==> config.mk <==
export PLATFORM = sky130hd
export DESIGN_NAME = ssp_rx_fifo
export DESIGN_NICKNAME = d
export VERILOG_FILES = /design/src/rtl/ssp_rx_fifo.sv
export SDC_FILE = /design/constraint.sdc
export NUM_CORES = 1
export LEC_CHECK = 0
export ABC_AREA = 0
export CELL_PAD_IN_SITES_DETAIL_PLACEMENT = 1
export CELL_PAD_IN_SITES_GLOBAL_PLACEMENT = 1
export CORE_MARGIN = 10
export CORE_UTILIZATION = 40
export DETAILED_ROUTE_END_ITERATION = 16
export PLACE_DENSITY_LB_ADDON = 0.2
export SLEW_MARGIN = 20
export SYNTH_ARGS = -nofsm -noshare
export SYNTH_HDL_FRONTEND = slang
export SYNTH_SLANG_ARGS = --single-unit
==> constraint.sdc <==
create_clock -name pclk -period 2.98 [get_ports pclk]
set_clock_uncertainty 0.1 [all_clocks]
set_input_delay 0.894 -clock pclk [delete_from_list [all_inputs] [get_ports pclk]]
set_output_delay 0.894 -clock pclk [all_outputs]
set_load 0.02 [all_outputs]
==> src/rtl/ssp_rx_fifo.sv <==
// ssp_rx_fifo: receive-side word buffer for the SSP peripheral.
// Words strobed in from the serial receive shifter are held in a circular
// store and handed back in arrival order to the APB read path. Provides a
// fill level, empty/full status, a programmable interrupt threshold and a
// sticky overrun flag for words dropped while the buffer was full.
module ssp_rx_fifo #(
  parameter int DWIDTH = 8,
  parameter int AWIDTH = 2
) (
  input  logic              pclk,
  input  logic              clear_b,
  input  logic              psel,
  input  logic              pwrite,
  input  logic              rcv,
  input  logic [DWIDTH-1:0] rxdata,
  input  logic [AWIDTH:0]   thresh,
  input  logic              ovr_clr,
  output logic [DWIDTH-1:0] prdata,
  output logic [AWIDTH:0]   level,
  output logic              empty,
  output logic              full,
  output logic              overrun,
  output logic              ssprxintr
);

  localparam int            DEPTH   = 2 ** AWIDTH;
  localparam logic [AWIDTH:0] DEPTH_L = (AWIDTH + 1)'(DEPTH);

  // Storage and state.
  logic [DWIDTH-1:0] r_mem [DEPTH];
  logic [AWIDTH-1:0] r_wp;
  logic [AWIDTH-1:0] r_rp;
  logic [AWIDTH:0]   r_level;
  logic [DWIDTH-1:0] r_prdata;
  logic              r_overrun;

  // Decoded per-cycle operations.
  logic              w_empty;
  logic              w_full;
  logic              w_rd_req;
  logic              w_pop;
  logic              w_push;
  logic              w_drop;
  logic [AWIDTH:0]   w_level_nxt;
  logic              w_thresh_hit;

  // Status comes only from registered level, so it cannot glitch on bus inputs.
  assign w_empty  = (r_level == '0);
  assign w_full   = (r_level == DEPTH_L);

  // A read request always updates prdata; it only consumes a word when one exists.
  assign w_rd_req = psel & ~pwrite;
  assign w_pop    = w_rd_req & ~w_empty;

  // When full, an incoming word is still accepted if a pop frees a slot this cycle.
  assign w_push   = rcv & (~w_full | w_pop);
  assign w_drop   = rcv & w_full & ~w_pop;

  // Next fill level: push and pop in the same cycle cancel out.
  always_comb begin
    // NOTE: default assigned first so every path drives the signal and no latch is inferred.
    w_level_nxt = r_level;
    unique case ({w_push, w_pop})
      2'b10:   w_level_nxt = r_level + (AWIDTH + 1)'(1);
      2'b01:   w_level_nxt = r_level - (AWIDTH + 1)'(1);
      default: w_level_nxt = r_level;
    endcase
  end

  // Word store: written at the write pointer on every accepted push.
  // NOTE: the data array is deliberately left out of reset; pointers and level
  // alone define which entries are valid, so clearing it would only cost logic.
  always_ff @(posedge pclk) begin
    if (w_push) begin
      r_mem[r_wp] <= rxdata;
    end
  end

  // Pointers and fill level.
  // NOTE: sequential state uses non-blocking assignments so every register
  // samples the pre-edge values, independent of statement order.
  always_ff @(posedge pclk or negedge clear_b) begin
    if (!clear_b) begin
      r_wp    <= '0;
      r_rp    <= '0;
      r_level <= '0;
    end else begin
      if (w_push) begin
        r_wp <= r_wp + AWIDTH'(1);
      end
      if (w_pop) begin
        r_rp <= r_rp + AWIDTH'(1);
      end
      r_level <= w_level_nxt;
    end
  end

  // Registered read data: head word on a pop, zero on a read of an empty
  // buffer (no bypass of a word arriving the same cycle), held otherwise.
  always_ff @(posedge pclk or negedge clear_b) begin
    if (!clear_b) begin
      r_prdata <= '0;
    end else if (w_rd_req) begin
      r_prdata <= w_pop ? r_mem[r_rp] : '0;
    end
  end

  // Sticky overrun: a dropped word sets it and takes priority over the clear.
  always_ff @(posedge pclk or negedge clear_b) begin
    if (!clear_b) begin
      r_overrun <= 1'b0;
    end else if (w_drop) begin
      r_overrun <= 1'b1;
    end else if (ovr_clr) begin
      r_overrun <= 1'b0;
    end
  end

  // A zero threshold disables the level term; one above DEPTH can never be reached.
  assign w_thresh_hit = (thresh != '0) && (r_level >= thresh);

  assign prdata    = r_prdata;
  assign level     = r_level;
  assign empty     = w_empty;
  assign full      = w_full;
  assign overrun   = r_overrun;
  assign ssprxintr = r_overrun | w_thresh_hit;

endmodule

==> key figures, run 1 <==
Timing
  – Final hold vios: 0
  – Final setup vio count: 0
  – Crit path time final: 2910 ps
  – Final worst-path cycle share: 0.975
  – Slew margin rel.: 0.606
  – Fmax: roughly 340 MHz
  – Unrepaired setup endpoints after global routing: false
  – Pins over their slew limit: 0
  – Slew @ Worst Pin: around 600 ps
  – Final hold slack: 407 ps

Critical path
  – R2R Path Start: level[2]
  – Critical path class: input pin to output pin
  – Worst Path Required: about 2000 ps
  – Worst path cell trace: clkdlybuf4s15_1, ha_1, inv_1, a21boi_2, o21ai_1, a21oi_1, buf_4
  – Largest stage delay, worst path: between 200 and 300 ps
  – CP Depth: 7
  – Crit end category: output pin
  – Critical path launch point type: input pin
  – CP Capture Point: ssprxintr
  – R2R depth: 7
  – CP max FO: 2
  – CP Buf/Inv Count: 3
  – Reg-to-Reg End: level[1]
  – Worst path arrival time: between 1500 and 2000 ps
  – Top delay family on crit path: buffers and inverters
  – Internal reg-to-reg setup slack: 710 ps
  – CP startpoint: thresh[0]
  – Crit-path slowest cell: ha_1

Route
  – Via/cell ratio: a little under 5
  – DRC violations left: 0
  – Detail-routed net length per standard cell: about 17 um
  – Drt total wl: 4320 um
  – DRT Pass-1 Iters: 4
  – Vias: roughly 1,200
  – Post-detailed-route count of antenna-violating nets: 0
  – First DRT Iteration DRCs: 43

Final layout
  – Fill cells: roughly 520
  – Nets: ~200
  – Diode count: 0
  – Layout area overhead: 26.0%
  – Layout cells sized above 1: 0.215

Global routing
  – Vias in the first global route: 1,357
  – Total GRT Usage: 0.109
  – Largest net degree at the start of global routing: 18
  – Total gr overflow: 0
  – Initial antenna violation count: 0
  – Global-route wire length before repair: between 7000 and 8000 um

Floorplanning
  – DIE WIDTH: 92.4 um
  – Core region area: a little over 5000 sq um
  – Die ar.: 8530 sq um
  – Starting Density: 0.410
  – Rows: 26
  – DIE HEIGHT: between 90 and 100 um
  – I/O pins: 32

Logic synthesis
  – Cells after synthesis: between 100 and 150
  – Number of synthesized flops with an enable pin: 32
  – Largest family of logic cells by synthesized area: multiplexers
  – Synth unique cells: 36
  – YS warnings: 0
  – Largest area contributor in the netlist: edfxtp_1
  – Syn Area/Cell: ~16 sq um
  – Adder-Cell Fraction of Synth Area: 0.0513
  – Top area cells in the synthesized netlist: edfxtp_1 46%, dfrtp_1 19%, mux4_2 8.6%
  – Share of the synthesized area in the top cell type: 0.459
  – Async S/R FF share, synth: 0.333
  – Synth cell count leaders: 32 x edfxtp_1, 16 x dfrtp_1, 10 x inv_1
  – Seq/Total Area, Yosys: 0.650
  – Main synth FF type: edfxtp_1
  – #FFs+latches synth: 48
  – Post-Synth Simple-Gate Area: 0.0669
  – Synth Net Count: roughly 160
  – Mux contribution to synthesized area: 0.0931
  – Mapped Area: ~2100 sq um
  – Post-synthesis xor/xnor area fraction: 0.0167
  – Most instantiated library cell after synthesis: edfxtp_1
  – Compound-Gate Fraction of Synth Area: 0.0854

Power and ir drop
  – Internal cell power: ~0.0016 W
  – Part of the power in the clock network: 0.154
  – Peak VDD IR: 419 uV
  – Tot Pwr: 0.00243 W
  – Sequential power share: 0.432
  – Leak pwr: between 1 and 1.5 nW
  – Gate power share: 0.414
  – NetSw: between 0.0008 and 0.0009 W
  – Pwr dens: roughly 920 nW/um^2
  – Sw frac: 0.338

Clock network
  – Worst skew pair latency: roughly 300 ps
  – CTS max path bufs: 2
  – Total CTS buffers: 5
  – # hold bufs at CTS: 0
  – CTS Root Buffer Type: clkbuf_8
  – Setup repair bufs after CTS: 0
  – CTS sink count: 48
  – CTS tree: yes
  – CTS H-tree lvls: 2
  – Clock-pin slew on the worst setup and hold paths: 90 ps

Worst hold path
  – Hold Path Stages: 1
  – HP Class: flop to flop

Placed design
  – Final GP Congestion: 0.766
  – DP HPWL: around 3300 um
  – Port Buffer Count: 31

Flow run
  – Max_cap viols: 0

Status
  – Status: completed
## per-layer routing
layer  track usage  routed length, um  part of all wire
met1         0.107               1640              0.38
met2         0.200               2360              0.55
met3        0.0395                291             0.067
met4        0.0476                 32            0.0074
met5             0                  0                 0
## sequential cells by signal (all words and copies together), names as in the netlist
name	count
level	3
overrun	1
prdata	8
r_mem	32
r_rp	2
r_wp	2
## final cells by class
class | instances | area [sq um] | area share
clock inverters | 3 | 18.8 | 0.00711
inverters | 10 | 37.5 | 0.0142
repair buffers | 45 | 407 | 0.154
well taps | 70 | 87.6 | 0.0332
multi-input cells | 66 | 661 | 0.250
clock buffers | 5 | 68.8 | 0.0261
flip-flops and latches | 48 | 1360 | 0.515
## cell usage in the layout (no fill, tap or decap), types with 4 or more instances in the layout
cell type / Yosys / final
ha_1: 7 / 7
dfrtp_1: 16 / 16
inv_1: 10 / 10
mux4_2: 8 / 8
edfxtp_1: 32 / 32
and2_1: 4 / 4
clkdlybuf4s50_1: 0 / 27
nand2_1: 6 / 6
a22o_1: 8 / 8
buf_4: 2 / 15
clkbuf_8: 0 / 5
## power by group through the flow
stage,registers [W],logic [W],clock network [W]
2_1_floorplan,0.00110,0.000550,0
3_3_place_gp,0.00106,0.000985,0
3_5_place_dp,0.00107,0.00103,0
4_1_cts,0.00106,0.00103,0.000391
5_1_grt,0.00108,0.00110,0.000422
6_report,0.00105,0.00100,0.000374
## cell families after synthesis
family | count (synthesis)
xor gates and xnor gates | 4
AOI/OAI and AO/OA | 22
buffers and inverters | 16
adders and majority gates | 8
DFF | 48
and+or+nand+nor | 23
muxes | 9
## worst min path at each step
stage                   start   endpoint  slack (ps)
floorplan             r_wp[1]    r_wp[1]         430
finish              prdata[5]  prdata[5]         410
detailed placement  prdata[4]  prdata[4]         390
global route        prdata[4]  prdata[4]         430
CTS                 prdata[4]  prdata[4]         410
global placement    prdata[2]  prdata[2]         390
## per-stage QoR
step | cells | worst slack [ps] | cell area, sq um | util | TNS (ps)
6_report | 247 | 73.7 | 2640 | 0.517 | 0
5_1_grt | 247 | 26.7 | 2640 | 0.517 | 0
4_1_cts | 247 | 10.5 | 2650 | 0.518 | 0
3_5_place_dp | 239 | -777 | 2560 | 0.501 | -913
3_3_place_gp | 239 | -644 | 2560 | 0.501 | -680
2_1_floorplan | 130 | 240 | 2100 | - | 0
## what timing repair did
action                                  CTS  global route
endpoints found under the setup margin    1             1
pin swaps                                 3             2
hold endpoints to repair                  0             0
resized for setup                        13             1
Note: power is estimated with default switching activity, not from simulation.
==> run 2: changes to the inputs <==
- CTS_CLUSTER_DIAMETER: not set -> 80
==> results of run 2 <==
The final DEF is identical to that of run 1; final timing and power are the same.
